**src/rtl/conv_pkg.sv**
```systemverilog
// ============================================================================
// Module : conv_pkg
// Brief  : Shared constants and helpers for the 3x3 convolution window path.
// Rev    : 1.0  initial release
// ============================================================================
`default_nettype none

package conv_pkg;

    localparam int DEFAULT_DATA_WIDTH = 32;
    localparam int KERNEL_SIZE        = 3;

    // Window output order, row-major with 0 at top-left.
    localparam int WIN_TL = 0;
    localparam int WIN_TC = 1;
    localparam int WIN_TR = 2;
    localparam int WIN_ML = 3;
    localparam int WIN_MC = 4;
    localparam int WIN_MR = 5;
    localparam int WIN_BL = 6;
    localparam int WIN_BC = 7;
    localparam int WIN_BR = 8;

    function automatic int cnt_width(input int n);
        return (n > 1) ? $clog2(n) : 1;
    endfunction

endpackage

`default_nettype wire

```
**src/rtl/conv_line_buffer.sv**
```systemverilog
// ============================================================================
// Module : conv_line_buffer
// Brief  : One-row delay line; asynchronous read of the old word, write after.
// Rev    : 1.0  initial release
// ============================================================================
`default_nettype none

module conv_line_buffer
    import conv_pkg::*;
#(
    parameter int DEPTH = 28,
    parameter int WIDTH = DEFAULT_DATA_WIDTH,
    parameter int AW    = cnt_width(DEPTH)
) (
    input  logic             clk,
    input  logic             we,
    input  logic [AW-1:0]    addr,
    input  logic [WIDTH-1:0] wr_data,
    output logic [WIDTH-1:0] rd_data
);

    logic [WIDTH-1:0] mem [DEPTH];

    assign rd_data = mem[addr];

    always_ff @(posedge clk) begin
        if (we) begin
            mem[addr] <= wr_data;
        end
    end

endmodule

`default_nettype wire

```
**src/rtl/conv_window_3x3_gen.sv**
```systemverilog
// ============================================================================
// Module : conv_window_3x3_gen
// Brief  : Streaming 3x3 window generator; CONV_WINDOW_STRIDE2_EN selects stride 2.
// Rev    : 1.0  initial release
// ============================================================================
`default_nettype none

module conv_window_3x3_gen
    import conv_pkg::*;
#(
    parameter int DATA_WIDTH = DEFAULT_DATA_WIDTH,
    parameter int IMG_WIDTH  = 28,
    parameter int IMG_HEIGHT = 28
) (
    input  logic                  clk,
    input  logic                  rst,
    input  logic [DATA_WIDTH-1:0] Data_In,
    input  logic                  Valid_In,
    output logic [DATA_WIDTH-1:0] Window0,
    output logic [DATA_WIDTH-1:0] Window1,
    output logic [DATA_WIDTH-1:0] Window2,
    output logic [DATA_WIDTH-1:0] Window3,
    output logic [DATA_WIDTH-1:0] Window4,
    output logic [DATA_WIDTH-1:0] Window5,
    output logic [DATA_WIDTH-1:0] Window6,
    output logic [DATA_WIDTH-1:0] Window7,
    output logic [DATA_WIDTH-1:0] Window8,
    output logic                  Valid_Out,
    output logic                  Frame_Done
);

    localparam int CW = cnt_width(IMG_WIDTH);
    localparam int RW = cnt_width(IMG_HEIGHT);
    localparam logic [CW-1:0] COL_LAST  = CW'(IMG_WIDTH - 1);
    localparam logic [RW-1:0] ROW_LAST  = RW'(IMG_HEIGHT - 1);
    localparam logic [CW-1:0] COL_FIRST = CW'(KERNEL_SIZE - 1);
    localparam logic [RW-1:0] ROW_FIRST = RW'(KERNEL_SIZE - 1);

    logic [CW-1:0]         col;
    logic [RW-1:0]         row;
    logic [DATA_WIDTH-1:0] lb0_rd;
    logic [DATA_WIDTH-1:0] lb1_rd;
    logic                  wr_en;
    logic                  issue;
    logic                  last_pix;
    logic [DATA_WIDTH-1:0] new_col [KERNEL_SIZE];
    // Two older columns; the incoming column completes the 3x3 view.
    logic [DATA_WIDTH-1:0] sr      [KERNEL_SIZE-1][KERNEL_SIZE];
    logic [DATA_WIDTH-1:0] win     [KERNEL_SIZE*KERNEL_SIZE];

    assign wr_en = Valid_In && !rst;

    conv_line_buffer #(.DEPTH(IMG_WIDTH), .WIDTH(DATA_WIDTH), .AW(CW)) u_lb0 (
        .clk     (clk),
        .we      (wr_en),
        .addr    (col),
        .wr_data (Data_In),
        .rd_data (lb0_rd)
    );

    conv_line_buffer #(.DEPTH(IMG_WIDTH), .WIDTH(DATA_WIDTH), .AW(CW)) u_lb1 (
        .clk     (clk),
        .we      (wr_en),
        .addr    (col),
        .wr_data (lb0_rd),
        .rd_data (lb1_rd)
    );

    assign new_col[0] = lb1_rd;
    assign new_col[1] = lb0_rd;
    assign new_col[2] = Data_In;

    assign last_pix = (row == ROW_LAST) && (col == COL_LAST);

`ifdef CONV_WINDOW_STRIDE2_EN
    // (row-2) and (col-2) share parity with row and col.
    assign issue = (row >= ROW_FIRST) && (col >= COL_FIRST) && !row[0] && !col[0];
`else
    assign issue = (row >= ROW_FIRST) && (col >= COL_FIRST);
`endif

    always_ff @(posedge clk) begin
        if (rst) begin
            col        <= '0;
            row        <= '0;
            Valid_Out  <= 1'b0;
            Frame_Done <= 1'b0;
            for (int c = 0; c < KERNEL_SIZE - 1; c++) begin
                for (int r = 0; r < KERNEL_SIZE; r++) begin
                    sr[c][r] <= '0;
                end
            end
            for (int k = 0; k < KERNEL_SIZE * KERNEL_SIZE; k++) begin
                win[k] <= '0;
            end
        end else begin
            Valid_Out  <= Valid_In && issue;
            Frame_Done <= Valid_In && last_pix;
            if (Valid_In) begin
                if (col == COL_LAST) begin
                    col <= '0;
                    row <= (row == ROW_LAST) ? '0 : row + 1'b1;
                end else begin
                    col <= col + 1'b1;
                end
                for (int r = 0; r < KERNEL_SIZE; r++) begin
                    sr[0][r] <= sr[1][r];
                    sr[1][r] <= new_col[r];
                end
                if (issue) begin
                    for (int r = 0; r < KERNEL_SIZE; r++) begin
                        win[r*KERNEL_SIZE + 0] <= sr[0][r];
                        win[r*KERNEL_SIZE + 1] <= sr[1][r];
                        win[r*KERNEL_SIZE + 2] <= new_col[r];
                    end
                end
            end
        end
    end

    assign Window0 = win[WIN_TL];
    assign Window1 = win[WIN_TC];
    assign Window2 = win[WIN_TR];
    assign Window3 = win[WIN_ML];
    assign Window4 = win[WIN_MC];
    assign Window5 = win[WIN_MR];
    assign Window6 = win[WIN_BL];
    assign Window7 = win[WIN_BC];
    assign Window8 = win[WIN_BR];

endmodule

`default_nettype wire

```
**config.mk**
```make
export PLATFORM = sky130hd
export DESIGN_NAME = conv_window_3x3_gen
export DESIGN_NICKNAME = d
export VERILOG_FILES = /design/src/rtl/conv_pkg.sv /design/src/rtl/conv_line_buffer.sv /design/src/rtl/conv_window_3x3_gen.sv
export SDC_FILE = /design/constraint.sdc
export NUM_CORES = 2
export LEC_CHECK = 0
export ABC_CLOCK_PERIOD_IN_PS = 8200
export BUFFER_PORTS_ARGS = -buffer_cell sky130_fd_sc_hd__buf_4
export CORE_MARGIN = 3
export CORE_UTILIZATION = 40
export CTS_CLUSTER_SIZE = 14
export DETAILED_ROUTE_END_ITERATION = 7
export HOLD_SLACK_MARGIN = 0.08
export PLACE_DENSITY_LB_ADDON = 0.08
export REMOVE_ABC_BUFFERS = 1
export SYNTH_ARGS = -nofsm -noshare
export SYNTH_HDL_FRONTEND = slang
export SYNTH_SLANG_ARGS = --single-unit
```
**constraint.sdc**
```tcl
create_clock -name clk -period 8.2 [get_ports clk]
set_input_delay 1.23 -clock clk [delete_from_list [all_inputs] [get_ports clk]]
set_output_delay 1.23 -clock clk [all_outputs]
set_load 0.01 [all_outputs]
```
=== After elaboration in Yosys (flattened, before gate mapping) ===
Memories as Yosys holds them, arrays and structs flattened. A register that Yosys moved wholly into a read port is not among the register bits.
Cells that the tools add are included.

* Register bits after elaboration: 12
* Bits in writable memories: 2272
* Bits of input ports: 35
* Output and inout bits: 290
* Logic and storage cells: 68
* Memories: 4

{| class="wikitable"
|+ Memories
! memory !! words !! bits a word !! read ports !! clocked after Yosys merged registers in !! write ports !! RTL line !! text
|-
| u_lb0.mem || 28 || 32 || 1 || 1 || 1 || conv_line_buffer.sv:22 || <nowiki>logic [WIDTH-1:0] mem [DEPTH];</nowiki>
|-
| u_lb1.mem || 28 || 32 || 1 || 1 || 1 || conv_line_buffer.sv:22 ||
|-
| win || 9 || 32 || 9 || 0 || 9 || conv_window_3x3_gen.sv:49 || <nowiki>logic [DATA_WIDTH-1:0] win [KERNEL_SIZE*KERNEL_SIZE];</nowiki>
|-
| sr || 2 || 96 || 2 || 0 || 2 || conv_window_3x3_gen.sv:48 || <nowiki>logic [DATA_WIDTH-1:0] sr [KERNEL_SIZE-1][KERNEL_SIZE];</nowiki>
|}

* Add/sub/neg operators: 2
* Order comparisons: 2
* Equal/unequal tests: 2
* Mux-type cells: 32
* Bitwise operators: 15
* Reductions and logical operators: 7

{| class="wikitable"
|+ Operators with widths
! operator !! number
|-
| 32-bit 2-to-1 mux || 15
|-
| 5-bit 2-to-1 mux || 6
|-
| 1-bit OR || 15
|-
| 1-bit 2-to-1 mux || 11
|-
| 5-bit by 1-bit adder with 5-bit output (second input constant) || 2
|-
| 5-bit equality test (second input constant) || 2
|-
| 5-bit by 2-bit >= comparator with 1-bit output (second input constant) || 2
|-
| 1-bit logical AND || 5
|-
| 2-bit AND reduction || 1
|-
| 1-bit zero test || 1
|}

=== Logic depth before layout (Yosys ltp) ===
* Depth in word-level cells: 7
* Depth in mapped cells: 10
* Mapped depth without buffers: 7

=== Modules after synthesis ===
Synthesis repeated with hierarchy kept, for this count alone.

* Cell total of the unflattened synthesis: 4513
* Area total of the unflattened synthesis: 88078.2 um2

{| class="wikitable"
|+ By module, submodules not included
! module !! instances !! cells an instance !! area an instance (um2) !! sequential area each (um2)
|-
| conv_line_buffer || 2 || 1682 || 34398.0 || 26905.8
|-
| conv_window_3x3_gen || 1 || 1149 || 19282.2 || 14654.1
|}

=== Worst setup path before layout ===
Ideal clock, no wire load.

* Kind: input to register
* Start point: input rst
* End point: memory win[0][0] in the netlist's numbering, enable pin
* Library setup time: 0.650 ns
* Arrival: 7.283 ns
* Required time: 7.550 ns
* Setup slack: 0.267 ns
* Stages on the path: 2
* Path buffers: 1
* Cell sequence: clkbuf_1 > a21o_1

{| class="wikitable"
|+ RTL lines
! item !! RTL line !! text
|-
| start, declared || conv_window_3x3_gen.sv:16 || <nowiki>input logic rst,</nowiki>
|-
| end, declared || conv_window_3x3_gen.sv:49 ||
|}

==> impl_results.md <==
* Mapped Cells at 4714
* Hold_buf cts at 0
* Ports at 325
* Die area at 225000 sq um
* Power Dens Cells at around 250 nW/um^2
* Setup ws final at 3.90 ns
* Min Tclk post-route at 4.30 ns
* Comb pwr share at between 5 and 6%
* Initial DRC count at 3950
* Post-CTS Setup Inserts at 0
* Vias per cell at 5.47
* GP Congestion at between 0.7 and 0.8
* Drt wl/cell at a little under 30 um
* Area growth syn-to-layout at 15.8%
* Non-filler cells, final at 8177
* Chip width at 474 um
* Dpl ws at 3.84 ns
* Skew final at approximately 0.052 ns
* Share of cells above drive strength 1 at 18.1%
* Crit end category: flop
* Final Routed Wirelength at 236000 um
* Global-route wire length before repair at 337000 um
* First drt pass iteration count at 7
* Post-DP HPWL at 124000 um
* CTS tree: done
* Yosys cell types at 41
* Largest area contributor in the synthesized netlist: edfxtp_1
* RSZ-0062 raised after global routing: no
* Starting Density at 40.3%
* Final Hold Viols at 0
* Site row count at 171
* Seq pwr share at between 50% and 60%
* Highest ir drop seen on vdd at between 200 and 250 uV
* Area of the core at 218000 sq um
* Tcrit/Tclk final at 52.4%
* Status: completed
* Worst Tran Pin Value at around 1.2 ns
* Top-area cell type share of the netlist area at between 70% and 80%
* Most frequent cells in the layout: edfxtp_1 (2272), mux2i_1 (679), buf_4 (439)
* Area of the multi-input gates at 17700 sq um
* Num CTS Buffers at between 200 and 300
* Synth Warn # at 0
* Total track usage at roughly a fifth
* Die height at 474 um
* Crit-path max FO at 43
* H-tree depth at 5
* Worst skew pair latency at 0.91 ns
* Relative slew slack at a little under a quarter
* Post-CTS sizing at 0
* Routed Antenna Nets at 0
* CTS Sinks at 2289
* Fin. max-slew vios at 0
* Vias in the first global route at 45.3k
* Switching power at approximately 5.5 mW
* WP data required at 8.82 ns
* Max Root-Sink Buffers at 4
* CTS root buffer: clkbuf_16
* Internal at between 20 and 25 mW
* Largest net degree at the start of global routing at 117
* DRC viols at 0
* Number of max-cap violations at 0
* Grt ovf at 0
* Clock power share at 42.7%
* Via Count at 44.7k
* Final nets at 5191
* Leading post-synthesis cells by cell area: edfxtp_1 (78%), mux2i_1 (7.8%), mux4_2 (3.0%)
* Post-Syn Area per Cell at 18.6 sq um
* Final setup violation count at 0
* Leakage power at 33.6 nW
* Fin Setup TNS at 0 ns
* Worst Path Arrival at 4.91 ns
* Critical path type: flop to flop
* Clk slew on worst S/H paths at 0.06 ns
* Sw Share at 21.6%
* Fillers at between 15k and 20k
* Count of input and output buffers at between 300 and 400
* Synth Cell Area at roughly 88000 sq um
* Most common cell after layout, fill and taps aside: edfxtp_1
* Crit start category: flop
* Antenna violations before repair at 14
* Hold Path Class: flop to flop
* Max frequency at 0.233 GHz
* Seq/Total Area, Yosys at between 70% and 80%
* Placed insts at slightly below 8k
* Yosys reg bits at 2289
* Register area at 68600 sq um
* Hold Slack at about 0.50 ns
kinds of logic after synthesis:
kind of cell               Yosys count  synth area share, %
and+or+nand+nor                    765                 4.75
xor gates and xnor gates             1               0.0100
DFF                               2289                 78.2
buffers and inverters              313                 1.88
AOI/OAI and AO/OA                  530                 4.07
muxes                              810                 11.0
adders and majority gates            6               0.0857
Yosys cell counts:
cell	count
and3b_1	1
xor2_1	1
and4b_1	1
buf_6	28
buf_8	1
o21ai_0	37
inv_1	18
and2_1	204
nand4_1	1
nor2_1	96
o211ai_1	51
a21oi_1	142
mux2_2	13
mux2i_1	679
edfxtp_1	2272
buf_1	24
a311o_1	13
mux4_2	118
nand3b_1	2
nand2b_1	3
a22oi_1	256
inv_2	1
buf_2	49
nand2_1	120
nor3_1	5
nor2b_1	7
or3b_2	2
nand3_1	92
and3_1	224
or4_1	1
buf_4	51
dfxtp_1	17
ha_1	6
nand2_8	1
or2_2	3
a21o_1	29
or3_4	1
o32a_1	1
clkbuf_1	141
nand4b_1	1
a211oi_1	1
stage by stage:
| stage | utilization (%) | instance area (sq um) | total power, mW |
|---|---|---|---|
| after CTS | 46.6 | 101000 | 26.0 |
| after detailed placement | 43.0 | 93500 | 15.0 |
| after global routing | 46.6 | 101000 | 26.6 |
| final | 46.6 | 101000 | 25.7 |
| after floorplan | - | 86000 | 14.9 |
| after global placement | 43.0 | 93500 | 15.0 |
cell type report:
cell class                 count  area share [%]
antenna                        3         0.00740
inverter                      19          0.0703
sequential                  2289            67.6
timing repair buffer         454            3.54
clock inverter               100           0.665
tap                         2854            3.52
clock buffer                 346            7.13
multi-input combinational   2112            17.5
routing by layer:
| metal | track usage, % | share of wire (%) |
|---|---|---|
| met4 | 4.32 | 1.5 |
| met2 | 33.0 | 47 |
| met3 | 3.43 | 5.1 |
| met1 | 30.5 | 46 |
| met5 | 0 | 0 |
worst max-delay path: stages (launching register included):
cell and delay, ns:
dfxtp_4 0.61, buf_4 0.52, nor2b_4 0.67, buf_4 0.70, a22oi_1 0.21, a21oi_1 0.42, o211ai_1 0.25, buf_4 0.30
and2_1 0.19
path summary, 6_finish.rpt:
check	from	slack [ns]	end	cells after the start
min reg2reg	sr[0][4]$_SDFFCE_PN0P_	0.50	win[0][196]$_SDFFCE_PN0P_	1
min	sr[0][4]$_SDFFCE_PN0P_	0.50	win[0][196]$_SDFFCE_PN0P_	1
max	flop	3.90	sr[1][57]$_SDFFCE_PN0P_	8
max reg2reg	flop	3.90	sr[1][57]$_SDFFCE_PN0P_	8
flip-flops by register name, indices dropped and copies added (netlist names), named ones only:
name        count
sr            192
Valid_Out       1
win           288
row             5
u_lb1.mem     896
col             5
Frame_Done      1
u_lb0.mem     896
power by group through the flow:
stage | clock [mW] | sequential [mW] | combinational [mW]
final | 11.0 | 13.3 | 1.45
after detailed placement | 0 | 13.5 | 1.47
after global placement | 0 | 13.5 | 1.46
after CTS | 11.3 | 13.3 | 1.47
after floorplan | 0 | 13.7 | 1.19
after global routing | 11.7 | 13.3 | 1.57
Power figures use the tool's default switching activity.
